==> src/rtl/muldiv_unit.sv <==
// HI/LO multiply/divide unit for the EXE stage. Multiplies finish after a fixed
// countdown; divides run a restoring 1-bit/cycle loop on operand magnitudes.
module muldiv_unit #(
   parameter int WIDTH      = 32,
   parameter int MUL_STAGES = 2,
   parameter int DIV_EARLY  = 1
) (
   input  logic             clk,
   input  logic             reset,
   input  logic             req_valid,
   input  logic [3:0]       op,
   input  logic [WIDTH-1:0] src1,
   input  logic [WIDTH-1:0] src2,
   input  logic             wr_disable,
   input  logic             flush,
   input  logic             accept,
   output logic             done,
   output logic [WIDTH-1:0] result,
   output logic             busy,
   output logic [WIDTH-1:0] hi,
   output logic [WIDTH-1:0] lo
);
   localparam int CNT_W = $clog2(WIDTH);
   localparam logic [3:0] OP_MULT  = 4'd1;
   localparam logic [3:0] OP_MULTU = 4'd2;
   localparam logic [3:0] OP_DIV   = 4'd3;
   localparam logic [3:0] OP_DIVU  = 4'd4;
   localparam logic [3:0] OP_MFHI  = 4'd5;
   localparam logic [3:0] OP_MFLO  = 4'd6;
   localparam logic [3:0] OP_MTHI  = 4'd7;
   localparam logic [3:0] OP_MTLO  = 4'd8;

   typedef enum logic [1:0] {IDLE, MUL, DIV, DONE} state_t;

   function automatic logic [WIDTH-1:0] magnitude(input logic [WIDTH-1:0] v, input logic sgn);
      return (sgn && v[WIDTH-1]) ? -v : v;
   endfunction

   function automatic logic [WIDTH-1:0] cond_negate(input logic [WIDTH-1:0] v, input logic neg);
      return neg ? -v : v;
   endfunction

   state_t           state;
   logic [CNT_W-1:0] cnt;
   logic [WIDTH-1:0] src1_q, src2_q;
   logic             is_signed_q, div_zero_q, neg_quot_q, neg_rem_q;
   logic [WIDTH-1:0] rem_q, quot_q, dvs_q;

   logic is_mul, is_div, req_signed, launch, commit_ok, div_by_zero;
   assign is_mul      = (op == OP_MULT) || (op == OP_MULTU);
   assign is_div      = (op == OP_DIV) || (op == OP_DIVU);
   assign req_signed  = (op == OP_MULT) || (op == OP_DIV);
   assign div_by_zero = (src2 == '0);
   assign launch      = (state == IDLE) && req_valid && !flush && (is_mul || is_div);
   assign commit_ok   = !wr_disable && !flush;

   // Moves and NOPs complete in the cycle they are presented.
   assign done   = !flush && (((state == IDLE) && req_valid && !is_mul && !is_div) ||
                              (state == DONE));
   assign result = (done && (state == IDLE) && (op == OP_MFHI)) ? hi :
                   (done && (state == IDLE) && (op == OP_MFLO)) ? lo : '0;
   assign busy   = (state != IDLE);

   logic [2*WIDTH-1:0] mul_a, mul_b, product;
   assign mul_a   = {{WIDTH{is_signed_q & src1_q[WIDTH-1]}}, src1_q};
   assign mul_b   = {{WIDTH{is_signed_q & src2_q[WIDTH-1]}}, src2_q};
   assign product = mul_a * mul_b;

   // One restoring step; the final cycle commits straight from these next values.
   logic [WIDTH:0]   div_shift, div_diff;
   logic             div_fit;
   logic [WIDTH-1:0] rem_nxt, quot_nxt, div_hi, div_lo;
   assign div_shift = {rem_q, quot_q[WIDTH-1]};
   assign div_diff  = div_shift - {1'b0, dvs_q};
   assign div_fit   = (div_shift >= {1'b0, dvs_q});
   assign rem_nxt   = div_fit ? div_diff[WIDTH-1:0] : div_shift[WIDTH-1:0];
   assign quot_nxt  = {quot_q[WIDTH-2:0], div_fit};
   assign div_lo    = div_zero_q ? '1 : cond_negate(quot_nxt, neg_quot_q);
   assign div_hi    = div_zero_q ? src1_q : cond_negate(rem_nxt, neg_rem_q);

   always_ff @(posedge clk) begin
      if (reset) begin
         state       <= IDLE;
         cnt         <= '0;
         hi          <= '0;
         lo          <= '0;
         src1_q      <= '0;
         src2_q      <= '0;
         is_signed_q <= 1'b0;
         div_zero_q  <= 1'b0;
         neg_quot_q  <= 1'b0;
         neg_rem_q   <= 1'b0;
         rem_q       <= '0;
         quot_q      <= '0;
         dvs_q       <= '0;
      end else begin
         case (state)
            IDLE: begin
               if (launch) begin
                  src1_q      <= src1;
                  src2_q      <= src2;
                  is_signed_q <= req_signed;
                  if (is_mul) begin
                     state <= MUL;
                     cnt   <= CNT_W'(MUL_STAGES - 1);
                  end else begin
                     state      <= DIV;
                     cnt        <= (div_by_zero && (DIV_EARLY != 0)) ? '0 : CNT_W'(WIDTH - 1);
                     div_zero_q <= div_by_zero;
                     neg_quot_q <= req_signed && (src1[WIDTH-1] ^ src2[WIDTH-1]);
                     neg_rem_q  <= req_signed && src1[WIDTH-1];
                     rem_q      <= '0;
                     quot_q     <= magnitude(src1, req_signed);
                     dvs_q      <= magnitude(src2, req_signed);
                  end
               end else if (req_valid && accept && commit_ok) begin
                  if (op == OP_MTHI) hi <= src1;
                  if (op == OP_MTLO) lo <= src1;
               end
            end
            MUL: begin
               if (cnt == '0) begin
                  if (commit_ok) {hi, lo} <= product;
                  state <= DONE;
               end else begin
                  cnt <= cnt - 1'b1;
               end
            end
            DIV: begin
               rem_q  <= rem_nxt;
               quot_q <= quot_nxt;
               if (cnt == '0) begin
                  if (commit_ok) begin
                     hi <= div_hi;
                     lo <= div_lo;
                  end
                  state <= DONE;
               end else begin
                  cnt <= cnt - 1'b1;
               end
            end
            DONE: begin
               if (accept || !req_valid) state <= IDLE;
            end
            default: state <= IDLE;
         endcase
         if (flush) state <= IDLE;
      end
   end
endmodule

==> config.mk <==
export PLATFORM = sky130hd
export DESIGN_NAME = muldiv_unit
export DESIGN_NICKNAME = d
export VERILOG_FILES = /design/src/rtl/muldiv_unit.sv
export SDC_FILE = /design/constraint.sdc
export NUM_CORES = 2
export LEC_CHECK = 0
export CAP_MARGIN = 20
export CORE_MARGIN = 2
export CORE_UTILIZATION = 45
export DETAILED_ROUTE_END_ITERATION = 10
export GPL_TIMING_DRIVEN = 0
export PLACE_DENSITY = 0.74
export SLEW_MARGIN = 10
export SYNTH_ARGS = -nofsm -noshare
export SYNTH_HDL_FRONTEND = slang
export SYNTH_SLANG_ARGS = --single-unit
==> constraint.sdc <==
create_clock -name clk -period 8 [get_ports clk]
set_input_delay 1.6 -clock clk [delete_from_list [all_inputs] [get_ports clk]]
set_output_delay 1.6 -clock clk [all_outputs]
set_load 0.01 [all_outputs]
==> impl_metrics.toml <==
[drt]
drc = 0
routed.top_layer = "met5"
drt-met1-wl_um = 81000
initialDrtViolationCount = 6534
wl_met2_um = 94110
dr.pass1.iters = 8
wirelength_um = 225100
ant_nets = 0
vias = 49987
viasPerCell = 5.937
wl_per_cell_um = 26.74
wl_met3_um = 30240

[floorplanning]
row_count = 126
die_w_um = 349.9
dieHeight_um = 349.9
initial_utilization_pct = 45.46
die-area_mm2 = 0.1224
ios = 172
core_area_mm2 = 0.1184

[status]
outcome = "finished, violations left"
violations = "setup timing"

[worst_setup_path]
arrival_ns = 9.06
cp_slowest_stage_delay_ns = 0.54
required_ns = 8.40
cpMostUsedCell = "fa_1"
reg2reg_from = "src2_q[1]"
worstSetupStartpoint = "src2_q[1]"
critical_path_class = "reg -> reg"
path_delay_family = "adder cells"
end_kind = "flop"
cp_max_fo = 5
startpoint_type = "flop"
critical_path.slowest_cell = "fa_1"
cp_num_buf_inv = 12

[logic_synthesis]
synth_top_area_share_pct = 41.88
synthTopCellsByCount = "inv_1, fa_1, nand2_1"
synth_largest_area_cell = "fa_1"
synth-main-ff-cell = "dfxtp_1"
yosys-top-cells-area = "fa_1, dfxtp_1, inv_1"
async_reset_ff_share_pct = 0
synth_cell_type_count = 97
synth.net_count = 7850
synth_edf_count = 0
avgSynthCellArea_um2 = 8.417
syn_area_mm2 = 0.05383
ys_seq_area_share_pct = 8.740
synth_warnings = 0
synth_cells = 6395
yosysMostFrequentCell = "inv_1"
synth_seq_cells = 235

[global_route]
grt_pass1_wl_um = 326800
grt_usage_pct = 36.53
grt_pass1_vias = 49958
antenna_found_initial = 12
grt-ovfl-total = 0
grt_max_degree = 25

[sta]
rsz0062_at_grt = "yes"
tightest_slew_ns = 1.192
finalClockSkew_ns = 0.04157
slew_headroom_pct = 20.52
finalSetupViolCount = 29
max_freq_mhz = 115.6
finalCriticalPeriod_ns = 8.654
setup_ws_ns = -0.6536
fin_setup_tns_ns = -9.860
finalHoldViolations = 0
min_period_over_period_pct = 108.2
slew_viol_final = 0

[final_layout]
stdcell_count = 8420
multi_input_area_mm2 = 0.04495
layout.nets = 8250
area_growth_pct = 19.48
final_layout_size_suffix_gt1_share_pct = 13.70
regArea_mm2 = 0.004920
n_fill_cell = 10483

[power]
switching_share_pct = 41.80
p_sw_mw = 1.750
clkPwrFrac_pct = 32.1
p_seq_share_pct = 29.6
comb_power_share_pct = 38.3
p_int_mw = 2.437
vdd_drop_max_uv = 148.1
p_leak_nw = 29.11
p_per_area_mw_per_mm2 = 65.10

[clock_tree]
clock_sinks = 235
clk-insertion-delay-late_ns = 0.59
cts_buffers = 24
ctsHoldBuffers = 0
cts_tree = "done"
clockRootBuffer = "clkbuf_16"
htree_levels = 1
cts.reportedPaths.clkPinSlew_ns = 0.07
cts_buffer_depth = 3

[hold_path]
hp-class = "reg -> reg"
min_from = "lo[25]"

[flow_run]
cap_violations = 0

[placement]
port_buffers = 169
dp.cells = 8166
gp_congestion = 1.068
hpwl_um = 177700
power by group through the flow:
stage                     clock network [mW]  logic (mW)  registers (mW)
final                                   1.34        1.60            1.24
after global routing                    1.37        1.65            1.24
after CTS                               1.31        1.49            1.24
after detailed placement                   0        1.40            1.26
after global placement                     0        1.40            1.26
after floorplan                            0       0.842            1.24
cell families after synthesis:
family / synth area share (%)
fa+ha+maj: 47.81
xor+xnor: 3.222
mux: 0.5579
compound gates: 10.71
flops: 8.740
buf+inv: 11.30
simple gates: 17.66
metal layers:
layer	track usage (%)	up-vias
met1	46.58	24959
met4	24.68	10
met5	0	-
met2	53.11	3582
li1	-	20530
met3	11.41	906
layout make-up:
type	instances	area share, %
Inverter	1190	6.979
Antenna cell	8	0.03113
Tap cell	1600	3.113
Clock inverter	13	0.3268
Sequential cell	235	7.650
Clock buffer	30	1.033
Timing Repair Buffer	431	6.253
Buffer	360	4.718
Multi-Input combinational cell	4553	69.90
sequential cells by signal, indices dropped and copies added (netlist names):
signal / flops
cnt: 5
dvs_q: 32
is_signed_q: 1
state: 2
quot_q: 32
neg_rem_q: 1
src2_q: 32
neg_quot_q: 1
src1_q: 32
rem_q: 32
hi: 32
div_zero_q: 1
lo: 32
worst reg2reg max path: cells and delay by family (launching register included):
family / cells / cell delay, ns
AO/OA/AOI/OAI: 9 / 1.85
adder cells (fa/ha/maj): 9 / 4.28
buffers and inverters: 12 / 1.10
XOR/XNOR: 1 / 0.24
flip-flops: 1 / 0.41
AND/OR/NAND/NOR: 3 / 0.57
worst paths after layout:
kind | end | slack, ns | cells past startpoint
min | lo[25] | 0.48 | 2
max | hi[29] | -0.65 | 34
max reg2reg | hi[29] | -0.65 | 34
min reg2reg | lo[25] | 0.48 | 2
stage by stage:
stage                     hold WS, ns  area (µm²)  worst slack (ns)  utilization [%]  total power [mW]
after CTS                      0.4727       62980           -0.4505            53.20             4.036
after global routing           0.4897       64290           -0.7406            54.30             4.253
after global placement         0.4453       57530            -3.213            48.59             2.656
final                          0.4806       64310           -0.6536            54.32             4.187
after detailed placement       0.4634       57560            -3.160            48.62             2.660
after floorplan                0.4319       53840          0.009114                -             2.081
what timing repair did:
action,in CTS,in global routing
pin swaps,194,144
setup endpoints to repair,45,39
cloned,3,1
buffers inserted,191,73
hold endpoints to repair,0,0
resized for setup,872,183
cell usage in the layout (no fill, tap or decap), types with 42 or more instances in the layout:
cell type        instances
a211oi_1                44
a21o_1                  52
a21oi_1                259
and2_1                 339
buf_4                  216
clkbuf_1               167
clkbuf_16               69
clkbuf_2                43
clkbuf_8                47
clkdlybuf4s50_1        169
dfxtp_1                175
dfxtp_4                 56
fa_1                  1084
fa_2                    42
ha_1                   222
inv_1                 1133
inv_2                   50
nand2_1               1078
nand3_1                 48
nor2_1                 260
nor3_1                  74
o21ai_0                131
xnor2_1                104
xor2_1                  65
No activity file was read; power rests on OpenSTA's default activity.
